==> config.mk <==
export PLATFORM = sky130hd
export DESIGN_NAME = block_mean_calc
export DESIGN_NICKNAME = d
export VERILOG_FILES = /design/src/rtl/block_mean_pkg.sv /design/src/rtl/block_mean_round.sv /design/src/rtl/block_mean_calc.sv
export SDC_FILE = /design/constraint.sdc
export NUM_CORES = 1
export LEC_CHECK = 0
export CAP_MARGIN = 20
export CORE_MARGIN = 2
export CORE_UTILIZATION = 44
export CTS_CLUSTER_SIZE = 12
export DETAILED_ROUTE_END_ITERATION = 16
export DONT_BUFFER_PORTS = 1
export PLACE_DENSITY_LB_ADDON = 0.12
export SYNTH_ARGS = -nofsm -noshare
export SYNTH_HDL_FRONTEND = slang
export SYNTH_SLANG_ARGS = --single-unit
==> constraint.sdc <==
create_clock -name clk -period 6.3 [get_ports clk]
set_input_delay 1.575 -clock clk [delete_from_list [all_inputs] [get_ports clk]]
set_output_delay 1.575 -clock clk [all_outputs]
set_load 0.01 [all_outputs]
==> src/rtl/block_mean_pkg.sv <==
// ============================================================================
//  Module      : block_mean_pkg
//  Description : Shared constants and helpers for the backlight block-mean
//                calculator (default geometry, derived widths, clog2).
//  Revision    : 1.0 - initial release
// ============================================================================
`default_nettype none

package block_mean_pkg;

    // Ceiling log2, never less than 1 so it can size a port
    function automatic int clog2(input int value);
        int r;
        r = 0;
        for (int i = 0; i < 31; i++) begin
            if ((1 << i) < value) begin
                r = i + 1;
            end
        end
        return (r < 1) ? 1 : r;
    endfunction

    localparam int H_ACTIVE_DEF   = 1024;
    localparam int V_ACTIVE_DEF   = 768;
    localparam int BLK_W_LOG2_DEF = 6;
    localparam int BLK_H_LOG2_DEF = 6;

    localparam int BLK_COLS = H_ACTIVE_DEF >> BLK_W_LOG2_DEF;
    localparam int BLK_ROWS = V_ACTIVE_DEF >> BLK_H_LOG2_DEF;
    localparam int ACC_W    = 8 + BLK_W_LOG2_DEF + BLK_H_LOG2_DEF;
    localparam int BX_W     = clog2(BLK_COLS);
    localparam int BY_W     = clog2(BLK_ROWS);

endpackage

`default_nettype wire

==> src/rtl/block_mean_round.sv <==
// ============================================================================
//  Module      : block_mean_round
//  Description : Converts a block sum into an 8-bit mean: shift, optional
//                round-half-up, saturate to 255. Purely combinational.
//                Build macro BLOCK_MEAN_ROUND_EN enables rounding; otherwise
//                the mean is a truncating shift.
//  Revision    : 1.0 - initial release
// ============================================================================
`default_nettype none

module block_mean_round #(
    parameter int ACC_W = 20,
    parameter int SHIFT = 12
) (
    input  logic [ACC_W-1:0] total,
    output logic [7:0]       mean
);

    logic [ACC_W:0] biased;
    logic [ACC_W:0] shifted;

`ifdef BLOCK_MEAN_ROUND_EN
    localparam logic [ACC_W:0] HALF = (ACC_W+1)'(1) << (SHIFT - 1);
    // Add half an LSB of the result before shifting (round half up)
    assign biased = {1'b0, total} + HALF;
`else
    // Plain truncation
    assign biased = {1'b0, total};
`endif

    assign shifted = biased >> SHIFT;

    // Clamp so a rounded 255.5 cannot wrap to 0
    assign mean = (shifted > (ACC_W+1)'(255)) ? 8'hFF : shifted[7:0];

endmodule

`default_nettype wire

==> src/rtl/block_mean_calc.sv <==
// ============================================================================
//  Module      : block_mean_calc
//  Description : Mean luma per BLK_W x BLK_H backlight block from the active
//                video stream. Stage 1 sums line segments, stage 2 folds them
//                into per-column accumulators and emits the mean on the last
//                line of each block row. Optional build macro:
//                BLOCK_MEAN_ROUND_EN (round-to-nearest mean).
//  Revision    : 1.0 - initial release
// ============================================================================
`default_nettype none

module block_mean_calc
    import block_mean_pkg::*;
#(
    parameter  int H_ACTIVE   = H_ACTIVE_DEF,
    parameter  int V_ACTIVE   = V_ACTIVE_DEF,
    parameter  int BLK_W_LOG2 = BLK_W_LOG2_DEF,
    parameter  int BLK_H_LOG2 = BLK_H_LOG2_DEF,
    localparam int N_COLS     = H_ACTIVE >> BLK_W_LOG2,
    localparam int N_ROWS     = V_ACTIVE >> BLK_H_LOG2,
    localparam int XB_W       = clog2(N_COLS),
    localparam int YB_W       = clog2(N_ROWS)
) (
    input  logic            clk,
    input  logic            rstn,
    input  logic            vsync_i,
    input  logic            de_i,
    input  logic [7:0]      luma_i,
    output logic [7:0]      block_mean_o,
    output logic            data_valid_o,
    output logic [XB_W-1:0] block_x_o,
    output logic [YB_W-1:0] block_y_o,
    output logic            frame_done_o
);

    localparam int SHIFT = BLK_W_LOG2 + BLK_H_LOG2;
    localparam int SUM_W = 8 + SHIFT;
    localparam int SEG_W = 8 + BLK_W_LOG2;
    localparam int XW    = clog2(H_ACTIVE + 1);
    localparam int YW    = clog2(V_ACTIVE + 1);
    localparam logic [XW-1:0] X_MAX = XW'(H_ACTIVE);
    localparam logic [YW-1:0] Y_MAX = YW'(V_ACTIVE);

    logic              vsync_d, de_d, active;
    logic [XW-1:0]     x;
    logic [YW-1:0]     y;
    logic [SEG_W-1:0]  seg_sum, seg_fin, seg_base, seg_next;
    logic              seg_vld, seg_last;
    logic [XB_W-1:0]   seg_bx;
    logic [YB_W-1:0]   seg_by;
    logic [SUM_W-1:0]  col_acc [N_COLS];
    logic [SUM_W-1:0]  total;
    logic [7:0]        mean;
    logic              vs_rise, de_rise, de_fall, accept, seg_end;

    assign vs_rise  = vsync_i & ~vsync_d;
    assign de_rise  = de_i & ~de_d;
    assign de_fall  = ~de_i & de_d;
    assign accept   = active & de_i & (x < X_MAX) & (y < Y_MAX);
    assign seg_end  = &x[BLK_W_LOG2-1:0];
    // A new line always starts a fresh segment, dropping any short-line tail
    assign seg_base = de_rise ? '0 : seg_sum;
    assign seg_next = seg_base + SEG_W'(luma_i);
    assign total    = col_acc[seg_bx] + SUM_W'(seg_fin);

    block_mean_round #(
        .ACC_W (SUM_W),
        .SHIFT (SHIFT)
    ) u_round (
        .total (total),
        .mean  (mean)
    );

    // Edge detectors and frame-active flag (input ignored until first vsync)
    always_ff @(posedge clk or negedge rstn) begin
        if (!rstn) begin
            vsync_d <= 1'b0;
            de_d    <= 1'b0;
            active  <= 1'b0;
        end else begin
            vsync_d <= vsync_i;
            de_d    <= de_i;
            if (vs_rise) begin
                active <= 1'b1;
            end
        end
    end

    // Pixel/line position counters, saturating just past the active area
    always_ff @(posedge clk or negedge rstn) begin
        if (!rstn) begin
            x <= '0;
            y <= '0;
        end else if (vs_rise) begin
            x <= '0;
            y <= '0;
        end else if (de_fall) begin
            x <= '0;
            if (y < Y_MAX) begin
                y <= y + 1'b1;
            end
        end else if (de_i && (x < X_MAX)) begin
            x <= x + 1'b1;
        end
    end

    // Stage 1: line-segment sum, registered with its block coordinates
    always_ff @(posedge clk or negedge rstn) begin
        if (!rstn) begin
            seg_sum  <= '0;
            seg_fin  <= '0;
            seg_vld  <= 1'b0;
            seg_bx   <= '0;
            seg_by   <= '0;
            seg_last <= 1'b0;
        end else begin
            seg_vld <= 1'b0;
            if (vs_rise) begin
                seg_sum <= '0;
            end else if (accept) begin
                if (seg_end) begin
                    seg_sum  <= '0;
                    seg_vld  <= 1'b1;
                    seg_fin  <= seg_next;
                    seg_bx   <= x[BLK_W_LOG2 +: XB_W];
                    seg_by   <= y[BLK_H_LOG2 +: YB_W];
                    seg_last <= &y[BLK_H_LOG2-1:0];
                end else begin
                    seg_sum <= seg_next;
                end
            end
        end
    end

    // Stage 2: column accumulation and mean output on a block's last line
    always_ff @(posedge clk or negedge rstn) begin
        if (!rstn) begin
            for (int i = 0; i < N_COLS; i++) begin
                col_acc[i] <= '0;
            end
            block_mean_o <= '0;
            data_valid_o <= 1'b0;
            block_x_o    <= '0;
            block_y_o    <= '0;
            frame_done_o <= 1'b0;
        end else begin
            data_valid_o <= 1'b0;
            frame_done_o <= 1'b0;
            if (vs_rise) begin
                for (int i = 0; i < N_COLS; i++) begin
                    col_acc[i] <= '0;
                end
            end else if (seg_vld) begin
                if (seg_last) begin
                    block_mean_o    <= mean;
                    data_valid_o    <= 1'b1;
                    block_x_o       <= seg_bx;
                    block_y_o       <= seg_by;
                    frame_done_o    <= (seg_bx == XB_W'(N_COLS - 1)) &&
                                       (seg_by == YB_W'(N_ROWS - 1));
                    col_acc[seg_bx] <= '0;
                end else begin
                    col_acc[seg_bx] <= total;
                end
            end
        end
    end

endmodule

`default_nettype wire

# == Word level (Yosys, flattened, before mapping) ==
# Index checks and enable logic that the tools add are counted.
# op_classes
add_sub_neg,4
mul,0
n_div,0
n_lt_le_gt_ge,5
n_eq_ne,2
n_shift,0
n_mux,29
bitwise,13
reduce_logical,13
# op_table
cell,n
$mux 320,3
$and 320x320->320,1
$bwmux 320,1
$not 320->320,1
$bmux 20 s4,1
$demux 20 s4,1
$mux 20,3
$mux 14,4
$mux 11,3
$mux 10,3
$add 20x14->20,1
$add 14x8->14,1
$reduce_and 6->1,2
$add 11x1->11 const B,1
$lt 11x11->1 const B,1
$add 10x1->10 const B,1
$lt 10x10->1 const B,1
$mux 1,9
$eq 4x4->1 const B,2
$gt 8x8->1 const B,1
$mux 8,1
$reduce_and 8->1,1
$reduce_bool 2->1,4
$and 1x1->1,6
8 further kinds,13
# totals
reg_bits,400
latchBits,0
mem_bits_rw,0
mem_bits_ro,0
output_inout_bits,18
elab_cells,98
mem_count,0

# == Longest topological paths before layout ==
# logic_depth
depth_word,10
depth_mapped,18
ltp_nobuf,11

# == By module ==
# A second synthesis with hierarchy kept.
# unflattened
cells_unflattened,1695
area_unflattened_um2,19032.0
# modules_own_cells
module,instances,cells_each,area_per_inst_um2,seq_area_each_um2
block_mean_calc,1,1687,18971.9,10009.6
block_mean_round,1,8,60.1,0.0

# == Worst setup path before layout ==
# Ideal clock, no wire load.
# synth_timing
path_type,register to register
startpoint,reg seg_bx[0]
endpoint,reg col_acc[149] (netlist bit)
setup_ps,121
arrival_time_ps,4431
t_required_ps,6179
path_slack_ps,1748
stages_incl_launch_ff,17
period_less_slack_ps,4552
cell_sequence,dfrtp_1 > buf_6 > buf_6 > buf_6 > buf_2 > buf_2 > mux4_2 > mux4_2 > ha_1 > a21o_1 > a221oi_1 > a21oi_1 > or3_1 > and3_1 > clkbuf_1 > clkbuf_1 > a22o_1
# synth_between
elab_chain_cells,10
# synth_lines
element,line_no,rtl
"start, declared",block_mean_calc.sv:49,logic [XB_W-1:0] seg_bx;
"start signal, assigned",block_mean_calc.sv:125,seg_bx <= x[BLK_W_LOG2 +: XB_W];
$not 4->5 (implied by the code) *,"block_mean_calc.sv:64, block_mean_calc.sv:161, block_mean_calc.sv:163",
branches (longest 6 deep; another with $add 20x14->20),n/a,
$mux 320 *,block_mean_calc.sv:154,if (seg_last) begin
$mux 320 *,block_mean_calc.sv:153,end else if (seg_vld) begin
$mux 320 *,block_mean_calc.sv:149,if (vs_rise) begin
"end signal, assigned by index",block_mean_calc.sv:163,col_acc[seg_bx] <= total;
"end, declared",block_mean_calc.sv:51,logic [SUM_W-1:0] col_acc [N_COLS];
# Every way passes the cells marked *. The select of a mux whose other input is x is not followed.
# A chain may end at the register's enable or synchronous reset.

# == Worst setup path after layout ==
# layout_timing
startpoint,reg seg_bx[0]
endpoint,reg col_acc[58] (netlist bit)
# The elaborated chain is that of the path after synthesis.

==> flow_summary.toml <==
[route]
routed_wl_um = 60400
drt-wirelength-per-cell_um = 26.99
ant_nets = 0
drcViolationCount = 0
vias_per_cell = 6.312
vias = 14130
firstDrtPassIters = 5
drt-initial-drc-count = 1474

[pwr]
power.leakage_nw = 9.427
pwr_density_cell_mw_per_mm2 = 258.6
finalPower_mw = 5.527
irDropWorstVdd_mv = 0.1468

[clocking]
ctsHtreeMaxLevel = 2
cts.sinks = 400
root_buffer = "clkbuf_16"
ctsHoldBuffers = 0
clock_path_buffers = 3
cts.clk_slew.worst_paths_ps = 60
clk_latency_ps = 580
cts_tree = "done"
cts_resized = 0
numCtsBuffers = 45
post_cts_buffers = 0

[sta]
slew_violations = 0
finalCritPeriodShare_pct = 84.42
finalSetupViolCount = 0
tns_ps = 0
rsz0062_at_grt = "false"
fin_worst_skew_ps = 20.15
worstMarginPinSlew_ps = 1110
period_needed_ps = 5318
fmax_ghz = 0.1880
setup_slack_ps = 981.7
slew_headroom_pct = 25.98
hold_viol_final = 0

[global_routing]
antenna_found_initial = 0
grt_pass1_vias = 14280
grt_use_total_pct = 27.70
grt_overflow_total = 0
grt_max_degree = 401
grt_pass1_wl_um = 92380

[logic_synthesis]
ys_seq_area_share_pct = 51.95
synth_edf_count = 0
synth-seq-cells = 400
syn_inst = 1678
synth_area_mm2 = 0.01927
postSynthNetCount = 1716
synth_cell_types = 63
ys_async_sr_fraction_pct = 100.0
ys.flop_type = "dfrtp_1"
synth.avg_cell_area_um2 = 11.48
yosysWarnings = 0

[die]
ioPinCount = 30
die_w_um = 213.3
die_h_um = 213.3
num_rows = 76
coreArea_mm2 = 0.04317
initial_core_util_pct = 44.63
die_area_mm2 = 0.04548

[placement]
post-place-cells = 2158
place_congestion = 0.9023
portBuffers = 0
place_hpwl_um = 35920
dpl_worst_slack_ps = 1033

[final_layout]
antenna_cells = 0
fin_nets = 1661
stdcell_count = 2238
syn_to_final_growth_pct = 10.92
final_layout_size_suffix_gt1_share_pct = 16.27

[critical_path]
cp_data_required_time_ps = 6710
critPathLaunchType = "register"
cp.arrival_ps = 5730
r2r_slack_ps = 980
end_kind = "register"
worstSetupPathType = "reg2reg"
cp_max_fo = 39

[run]
drv_cap = 0

[status]
status = "finished clean"

[hold_path]
min_path_type = "reg2reg"
==> cell usage after synthesis (all sizes together), types with 5 or more instances <==
cell	instances	share of area, %
a21o	11	0.43
a21oi	62	1.6
a221o	16	0.83
a22o	139	6.3
a22oi	24	0.94
a31o	5	0.23
a32o	16	0.83
and2	26	0.84
and3	9	0.32
buf	27	0.92
clkbuf	116	2.3
dfrtp	400	52
ha	24	1.6
inv	13	0.25
mux2	26	1.5
mux4	94	11
nand2	235	4.6
nand2b	11	0.36
nand3	30	0.78
nand4	16	0.55
nor2	70	1.4
nor2b	6	0.19
nor3	18	0.47
o211ai	5	0.19
o21a	5	0.19
o21ai	153	4.2
o31ai	19	0.74
or3	9	0.29
or4	17	0.66
xnor2	14	0.64
xor2	17	0.77
==> placed cells by master (no fill, tap or decap), types with 17 or more instances in the layout <==
cell / synthesis / layout
a21oi_1: 62 / 47
a22o_1: 139 / 139
a22oi_1: 24 / 24
and2_1: 25 / 25
buf_4: 4 / 40
clkbuf_16: 0 / 47
dfrtp_1: 400 / 398
ha_1: 24 / 24
mux2_2: 26 / 26
mux4_2: 89 / 89
nand2_1: 234 / 234
nand3_1: 30 / 30
nor2_1: 70 / 70
o21ai_0: 142 / 142
o31ai_1: 19 / 19
or4_1: 17 / 17
xor2_1: 17 / 17
==> metrics by stage <==
step / instance area [um^2] / hold WS (ps) / utilization (%)
final: 21370 / 471.3 / 49.51
after global routing: 21370 / 496.1 / 49.51
after CTS: 21350 / 475.7 / 49.46
after detailed placement: 19870 / 462.9 / 46.03
after global placement: 19860 / 453.6 / 46.00
after floorplan: 19270 / 441.6 / -
==> worst paths after layout <==
path | from | to | depth (start not counted)
setup / recovery | seg_bx[0] | col_acc[58] | 10
max in group asynchronous | rstn | col_acc[107] | 0
min in group asynchronous | rstn | seg_sum[1] | 0
hold / removal | col_acc[174] | col_acc[174] | 2
setup reg to reg | seg_bx[0] | col_acc[58] | 10
hold reg to reg | col_acc[174] | col_acc[174] | 2
==> flip-flops by register name (all words and copies together) (netlist names), 4 cells and up <==
| name | flops |
|---|---|
| block_mean_o | 8 |
| block_x_o | 4 |
| block_y_o | 4 |
| col_acc | 320 |
| seg_bx | 4 |
| seg_by | 4 |
| seg_fin | 14 |
| seg_sum | 14 |
| x | 11 |
| y | 10 |
==> per-layer routing <==
metal	up-vias	track usage, %	wire length, um
met3	122	5.721	4673
met5	-	0	0
met4	0	9.339	1887
met1	7306	38.56	25770
li1	6140	-	-
met2	559	43.48	28070
==> cells by family after synthesis <==
group                    count (synthesis)  share of synthesized area (%)
multiplexers                           121                          12.66
AND/OR/NAND/NOR                        461                          11.01
AO/OA/AOI/OAI                          483                          17.79
buffers and inverters                  156                          3.429
flip-flops                             400                          51.95
adder cells (fa/ha/maj)                 26                          1.766
XOR/XNOR                                31                          1.409
==> area by class of cell <==
| class | count | area (um^2) |
|---|---|---|
| fillers | 3925 | 21800 |
| flip-flops and latches | 400 | 10020 |
| multi-input cells | 1122 | 8783 |
| clock buffers | 67 | 1351 |
| well taps | 585 | 732.0 |
| repair buffers | 41 | 311.5 |
| clock inverters | 10 | 128.9 |
| inverters | 13 | 48.80 |
==> power breakdown <==
group	switching (mW)	leakage, nW	internal, mW	total [mW]
clock network	1.07	0.733	1.60	2.66
logic	0.166	3.13	0.0841	0.251
registers	0.0186	5.56	2.59	2.61
total	1.25	9.43	4.27	5.53
==> critical path: stages (launching register included) <==
cell      delay (ps)
dfrtp_4          940
buf_4            570
mux4_2           570
mux4_2           490
ha_1             430
nand2_1           90
o21ai_0          500
a31o_2           280
nor3_1            70
a311oi_4         920
o21ai_0          250
Note: power is estimated with default switching activity, not from simulation.
